==> src/rtl/reg_debug_master.sv <==
// Debug master that runs READ/WRITE/DUMP/CLEAR commands against an external register file
// and streams register contents back as responses. Define RDM_CLEAR_EN to enable CLEAR.
module reg_debug_master #(
  parameter int unsigned DATA_WIDTH     = 32,
  parameter int unsigned REG_ADDR_WIDTH = 5
) (
  input  logic                      clk,
  input  logic                      reset,
  input  logic                      cmd_valid,
  output logic                      cmd_ready,
  input  logic [1:0]                cmd_op,
  input  logic [REG_ADDR_WIDTH-1:0] cmd_addr,
  input  logic [DATA_WIDTH-1:0]     cmd_data,
  output logic                      rsp_valid,
  input  logic                      rsp_ready,
  output logic [REG_ADDR_WIDTH-1:0] rsp_addr,
  output logic [DATA_WIDTH-1:0]     rsp_data,
  output logic                      rsp_last,
  output logic                      rsp_err,
  output logic [REG_ADDR_WIDTH-1:0] rf_read_addr,
  input  logic [DATA_WIDTH-1:0]     rf_read_data,
  output logic                      rf_write_en,
  output logic [REG_ADDR_WIDTH-1:0] rf_write_addr,
  output logic [DATA_WIDTH-1:0]     rf_write_data,
  output logic                      busy
);

  localparam logic [REG_ADDR_WIDTH-1:0] LastIdx = '1;
  localparam logic [REG_ADDR_WIDTH-1:0] OneIdx  = REG_ADDR_WIDTH'(1);

  typedef enum logic [2:0] {StIdle, StRead, StWrite, StDump, StClear, StResp} state_e;

  state_e                    state_q, state_d;
  logic [REG_ADDR_WIDTH-1:0] cnt_q, cnt_d;
  logic                      cmd_ready_q, cmd_ready_d;
  logic                      rsp_valid_q, rsp_valid_d;
  logic [REG_ADDR_WIDTH-1:0] rsp_addr_q, rsp_addr_d;
  logic [DATA_WIDTH-1:0]     rsp_data_q, rsp_data_d;
  logic                      rsp_last_q, rsp_last_d;
  logic                      rsp_err_q, rsp_err_d;
  logic [REG_ADDR_WIDTH-1:0] rf_read_addr_q, rf_read_addr_d;
  logic                      rf_write_en_q, rf_write_en_d;
  logic [REG_ADDR_WIDTH-1:0] rf_write_addr_q, rf_write_addr_d;
  logic [DATA_WIDTH-1:0]     rf_write_data_q, rf_write_data_d;
  logic                      busy_q, busy_d;

  always_comb begin
    state_d         = state_q;
    cnt_d           = cnt_q;
    cmd_ready_d     = cmd_ready_q;
    rsp_valid_d     = rsp_valid_q;
    rsp_addr_d      = rsp_addr_q;
    rsp_data_d      = rsp_data_q;
    rsp_last_d      = rsp_last_q;
    rsp_err_d       = rsp_err_q;
    rf_read_addr_d  = rf_read_addr_q;
    rf_write_en_d   = rf_write_en_q;
    rf_write_addr_d = rf_write_addr_q;
    rf_write_data_d = rf_write_data_q;

    unique case (state_q)
      StIdle: begin
        // cmd_ready is registered, so it first rises one edge after reset release
        cmd_ready_d = 1'b1;
        if (cmd_valid && cmd_ready_q) begin
          cmd_ready_d = 1'b0;
          unique case (cmd_op)
            2'b00: begin
              state_d        = StRead;
              rf_read_addr_d = cmd_addr;
            end
            2'b01: begin
              state_d         = StWrite;
              rf_write_en_d   = 1'b1;
              rf_write_addr_d = cmd_addr;
              rf_write_data_d = cmd_data;
            end
            2'b10: begin
              state_d        = StDump;
              cnt_d          = '0;
              rf_read_addr_d = '0;
            end
            default: begin
              state_d = StClear;
`ifdef RDM_CLEAR_EN
              rf_write_en_d   = 1'b1;
              rf_write_addr_d = OneIdx;
              rf_write_data_d = '0;
`endif
            end
          endcase
        end
      end

      StRead: begin
        rsp_valid_d = 1'b1;
        rsp_addr_d  = rf_read_addr_q;
        rsp_data_d  = rf_read_data;
        rsp_last_d  = 1'b1;
        rsp_err_d   = 1'b0;
        state_d     = StResp;
      end

      StWrite: begin
        rf_write_en_d = 1'b0;
        cmd_ready_d   = 1'b1;
        state_d       = StIdle;
      end

      StDump: begin
        rsp_valid_d = 1'b1;
        rsp_addr_d  = cnt_q;
        rsp_data_d  = rf_read_data;
        rsp_last_d  = (cnt_q == LastIdx);
        rsp_err_d   = 1'b0;
        state_d     = StResp;
      end

      StClear: begin
`ifdef RDM_CLEAR_EN
        // Walk indices 1..NREG-1; index 0 is hardwired and never written
        if (rf_write_addr_q == LastIdx) begin
          rf_write_en_d = 1'b0;
          rsp_valid_d   = 1'b1;
          rsp_addr_d    = '0;
          rsp_data_d    = '0;
          rsp_last_d    = 1'b1;
          rsp_err_d     = 1'b0;
          state_d       = StResp;
        end else begin
          rf_write_addr_d = rf_write_addr_q + OneIdx;
        end
`else
        rsp_valid_d = 1'b1;
        rsp_addr_d  = '0;
        rsp_data_d  = '0;
        rsp_last_d  = 1'b1;
        rsp_err_d   = 1'b1;
        state_d     = StResp;
`endif
      end

      StResp: begin
        if (rsp_ready) begin
          rsp_valid_d = 1'b0;
          if (rsp_last_q) begin
            cnt_d       = '0;
            cmd_ready_d = 1'b1;
            state_d     = StIdle;
          end else begin
            // Only DUMP produces non-last responses: advance to the next index
            cnt_d          = cnt_q + OneIdx;
            rf_read_addr_d = cnt_q + OneIdx;
            state_d        = StDump;
          end
        end
      end

      default: begin
        state_d = StIdle;
      end
    endcase

    busy_d = (state_d != StIdle);
  end

  always_ff @(posedge clk or negedge reset) begin
    if (!reset) begin
      state_q         <= StIdle;
      cnt_q           <= '0;
      cmd_ready_q     <= 1'b0;
      rsp_valid_q     <= 1'b0;
      rsp_addr_q      <= '0;
      rsp_data_q      <= '0;
      rsp_last_q      <= 1'b0;
      rsp_err_q       <= 1'b0;
      rf_read_addr_q  <= '0;
      rf_write_en_q   <= 1'b0;
      rf_write_addr_q <= '0;
      rf_write_data_q <= '0;
      busy_q          <= 1'b0;
    end else begin
      state_q         <= state_d;
      cnt_q           <= cnt_d;
      cmd_ready_q     <= cmd_ready_d;
      rsp_valid_q     <= rsp_valid_d;
      rsp_addr_q      <= rsp_addr_d;
      rsp_data_q      <= rsp_data_d;
      rsp_last_q      <= rsp_last_d;
      rsp_err_q       <= rsp_err_d;
      rf_read_addr_q  <= rf_read_addr_d;
      rf_write_en_q   <= rf_write_en_d;
      rf_write_addr_q <= rf_write_addr_d;
      rf_write_data_q <= rf_write_data_d;
      busy_q          <= busy_d;
    end
  end

  assign cmd_ready     = cmd_ready_q;
  assign rsp_valid     = rsp_valid_q;
  assign rsp_addr      = rsp_addr_q;
  assign rsp_data      = rsp_data_q;
  assign rsp_last      = rsp_last_q;
  assign rsp_err       = rsp_err_q;
  assign rf_read_addr  = rf_read_addr_q;
  assign rf_write_en   = rf_write_en_q;
  assign rf_write_addr = rf_write_addr_q;
  assign rf_write_data = rf_write_data_q;
  assign busy          = busy_q;

endmodule

==> config.mk <==
export PLATFORM = sky130hd
export DESIGN_NAME = reg_debug_master
export DESIGN_NICKNAME = d
export VERILOG_FILES = /design/src/rtl/reg_debug_master.sv
export SDC_FILE = /design/constraint.sdc
export NUM_CORES = 1
export LEC_CHECK = 0
export BUFFER_PORTS_ARGS = -buffer_cell sky130_fd_sc_hd__buf_2
export CORE_ASPECT_RATIO = 0.8
export CORE_MARGIN = 2
export CORE_UTILIZATION = 40
export DETAILED_ROUTE_END_ITERATION = 6
export PLACE_DENSITY = 0.68
export SYNTH_ARGS = -nofsm -noshare
export SYNTH_HDL_FRONTEND = slang
export SYNTH_SLANG_ARGS = --single-unit
==> constraint.sdc <==
create_clock -name clk -period 2.71 [get_ports clk]
set_input_delay 0.4065 -clock clk [delete_from_list [all_inputs] [get_ports clk]]
set_output_delay 0.4065 -clock clk [all_outputs]
set_load 0.03 [all_outputs]
Word level (Yosys, flattened, before mapping)
Cells that the tools add are included.
Cells by class
  equal/unequal tests: 15
  add/sub/neg operators: 1
  reductions and logical operators: 20
  multiplexer cells: 28
Operators with widths (number)
  32-bit one-hot mux with 2 select lines: 1
  5-bit two-way mux: 7
  5-bit one-hot mux with 2 select lines: 3
  3-bit one-hot mux with 3 select lines: 2
  5-bit one-hot mux with 3 select lines: 1
  2-bit nonzero test: 5
  3-bit AND reduction: 3
  3-bit nonzero test: 3
  2-bit != test (second input constant): 4
  1-bit one-hot mux with 2 select lines: 4
  3-bit by 2-bit == test with 1-bit output (second input constant): 2
  3-bit == test (second input constant): 2
  1-bit two-way mux: 6
  3-bit two-way mux: 2
  5-bit by 1-bit adder with 5-bit output (second input constant): 1
  5-bit == test (second input constant): 1
  5-bit AND reduction: 1
  2-bit by 1-bit != test with 1-bit output (second input constant): 2
  4-bit AND reduction: 1
  2-bit OR reduction: 2
  3-bit by 1-bit == test with 1-bit output (second input constant): 1
  3-bit logical NOT: 1
  3-bit by 1-bit != test with 1-bit output (second input constant): 1
  1-bit one-hot mux with 3 select lines: 1
  other kinds (7): 7
Storage, ports and cells
  register bits: 93
  output and inout port bits: 85

Depth between registers and ports, before layout
  depth in word-level cells: 5
  mapped depth: 7

Worst setup path before layout
Ideal clock, no wire load.
  kind: register to register
  from: register state_q[1]
  to: register rf_read_addr_q[0] (netlist: rf_read_addr[0])
  setup time: 0.125 ns
  cell stages (with the launch flop): 6
  arrival: 1.657 ns
  required time: 2.585 ns
  slack: 0.928 ns
  path through: dfrtp_1 > or2_1 > buf_2 > nor3_4 > o22a_1 > mux2_2
On the way
  word-level cells in the longest chain between the ends: 3
RTL lines
  from (decl): RTL line 33  | state_e state_q, state_d;
  from (signal assigned): RTL line 169  | state_q <= StIdle;
  from (signal assigned): RTL line 183  | state_q <= state_d;
  3-bit == test or 3-bit logical NOT (tied branches): RTL line 61  | unique case (state_q)
  2-bit != test (no source line) (tied with other cells)
  5-bit AND reduction (no source line)
  to (signal assigned): RTL line 191  | rf_read_addr_q <= rf_read_addr_d;
  to (decl): RTL line 41  | logic [REG_ADDR_WIDTH-1:0] rf_read_addr_q, rf_read_addr_d;
Parallel ways exist; a longest one is shown, timed or not.
A chain may end at the register's enable or synchronous reset.

Worst setup path after layout
  from: register state_q[0]
  to: register rf_write_data_q[12] (netlist: rf_write_data[12])
On the way
  word-level cells in the longest chain between the ends: 2
RTL lines
  3-bit logical NOT: RTL line 61
  3-bit AND reduction (no source line)
  to (signal assigned): RTL line 194  | rf_write_data_q <= rf_write_data_d;
  to (decl): RTL line 44  | logic [DATA_WIDTH-1:0] rf_write_data_q, rf_write_data_d;
Every way passes these cells.

==> run metrics <==
Tightest Pin Transition 672 ps; drt initial violations 223; Num CTS Buffers 9; max-cap violations 0; area delta synth->final 30.6%; die area 10700 um2; Worst Hold Class input pin to async pin; final net count 528; Clock Skews 6.26 ps; die height 92.8 um; CP Buf/Inv Count 0; worst reg2reg path depth 4; crit-path cells or2_1 > nor3_4 > nand2_4 > mux2_4; delay-heaviest family, CP simple AND/OR/NAND/NOR gates; final worst slack 603 ps; maximum clock rate 0.475 GHz; DRT Pass-1 Iters 4; crit share post-route 77.7%; CTS tree built; Max-slew headroom 55.2%; number of unique standard cell types used by synthesis 34; Synth Cell Area 3940 um2; Max stage delay on crit path 440 ps; GRT Resource Usage Total 18.0%; cell count after synthesis 288; Setup Viol. Count Final 0; # IOs 160; Fill cells 843; crit path to rf_write_data[12]; initial antenna violation count 0; Avg Vias per Cell 5.13; FF-to-FF Start state_q[0]; H-tree lvl count 3; Clock Latency Late Sink 340 ps; Overflow after GRT 0; sequential area share after synthesis 59.1%; number of port buffers 159; Worst path slowest cell mux2_4; R2R setup slack 600 ps; Syn Area/Cell 13.7 um2; clock root cell clkbuf_16; Peak VDD IR 0.572 mV; CP Depth 4; final WL 9.55 mm; crit path capture type flip-flop; Reg clk slew, reported paths 60 ps; DRT antenna net count 0; first-pass GRT wire length 14.8 mm; CP arrival 2320 ps; Final Hold Vio Count 0; vias post-DR 2931; residual DRC count 0; max-slew violations 0; vias in the first global route 2920; crit start category flip-flop; Synthesized Nets 369; CTS-repair resized insts 0; critical path class flip-flop to flip-flop; floorplan row count 32; unrepaired setup endpoints after global routing no; detailed-placement wirelength estimate 6.74 mm; Initial Utilization 41.0%; pin count of the biggest net entering global routing 52; gp weighted congestion 0.821; P per Cell Area 1310 nW/um2; Post-synth ARST share 100%; CP max FO 37; Main synth FF type dfrtp_1; worst slack, placed 625 ps; Hold Buf Count CTS 0; WHS 59.3 ps; n_diodes 0; setup TNS 0 ps; outcome complete, no violations; Ys Warns 0; FF+latch area 2330 um2; Crit Reg-Reg Endpoint rf_write_data[12]; drt wl/cell 16.7 um; #FFs+latches synth 93; Multi-input gate area 1490 um2; Critical Path RT 2930 ps; core area 9610 um2; P_leak 2.80 nW; setup bufs post-CTS 0; layout cell share with drive strength beyond 1 49.6%; die width 115 um; Worst Setup SP state_q[0]; CTS Buffer Depth 2; final core occ 53.5%; fin crit period 2110 ps; Post-synth EDFFs 0; clk sinks 93
## power by group
group | internal (mW) | total [mW] | switching (mW)
Sequential | 1.95 | 2.31 | 0.359
Clock | 0.743 | 1.24 | 0.496
Combinational | 1.18 | 3.19 | 2.01
Total | 3.87 | 6.74 | 2.87
## routing by layer
metal  vias to the layer above  part of all wire (%)  track usage (%)
li1                       1354                     -                -
met5                         -                     0                0
met4                         0                   1.3             5.22
met2                       110                    46             27.9
met1                      1453                    46             24.4
met3                        14                   7.0             5.37
## how the worst min path moves through the flow
stage / startpoint / endpoint / slack (ps) / cells past startpoint
5_1_grt: reset / rsp_data[3] / 100 / 1
3_3_place_gp: reset / rsp_data[3] / 440 / 1
6_report: reset / rsp_data[3] / 60 / 1
4_1_cts: reset / rsp_data[5] / 80 / 1
3_5_place_dp: reset / rsp_data[3] / 440 / 1
2_1_floorplan: reset / busy / 110 / 0
## state kept, by name (all words and copies together), names as in the netlist, 3 cells and up
register / cells
rf_read_addr: 5
rsp_data: 32
rf_write_data: 32
rsp_addr: 5
cnt_q: 5
rf_write_addr: 5
state_q: 3
## metrics by stage
stage | cell area, um2 | power [mW] | std cells
after floorplan | 3940 | 4.57 | 288
after global placement | 4860 | 5.46 | 555
after detailed placement | 4860 | 5.53 | 555
after CTS | 5140 | 6.80 | 571
after global routing | 5140 | 7.16 | 571
final | 5140 | 6.74 | 571
## cell usage in the layout (no fill, tap or decap), types with 6 or more instances in the layout
| master | Yosys | layout |
|---|---|---|
| buf_2 | 2 | 158 |
| dfrtp_1 | 93 | 93 |
| a22o_1 | 32 | 32 |
| mux2_4 | 30 | 30 |
| mux2_2 | 14 | 14 |
| nor2_1 | 13 | 13 |
| nand2_1 | 12 | 12 |
| o21ai_0 | 12 | 12 |
| inv_1 | 10 | 10 |
| clkbuf_16 | 0 | 9 |
| nand3b_1 | 6 | 6 |
| ha_1 | 6 | 6 |
| buf_4 | 1 | 6 |
## final cells by class
cell class,instances,share of cell area (%)
repair buffers,165,16.6
clock buffers,15,5.01
multi-input cells,168,28.9
clock inverters,1,0.584
well taps,119,2.89
inverters,10,0.730
flip-flops and latches,93,45.2
## logic make-up (layout without fill, tap and decap cells)
family / count (synthesis) / count (layout) / share of synthesized area [%]
simple gates: 48 / 48 / 6.48
compound gates: 64 / 64 / 12.3
xor+xnor: 1 / 1 / 0.222
mux: 49 / 49 / 16.7
flops: 93 / 93 / 59.1
buf+inv: 27 / 191 / 3.30
fa+ha+maj: 6 / 6 / 1.91
## cells in the mapped netlist, drive strengths merged, types with 4 or more instances
cell type | instances | area share [%]
dfrtp | 93 | 59
mux2 | 44 | 15
a22o | 32 | 7.1
nand2 | 13 | 1.4
nor2 | 13 | 1.2
o21ai | 12 | 1.5
inv | 10 | 0.95
clkbuf | 9 | 0.86
buf | 8 | 1.5
a21oi | 6 | 0.76
ha | 6 | 1.9
nand3b | 6 | 1.1
a221oi | 5 | 1.1
mux2i | 5 | 1.3
nor3 | 5 | 0.92
nor2b | 4 | 0.64
(Power assumes the default switching activity.)
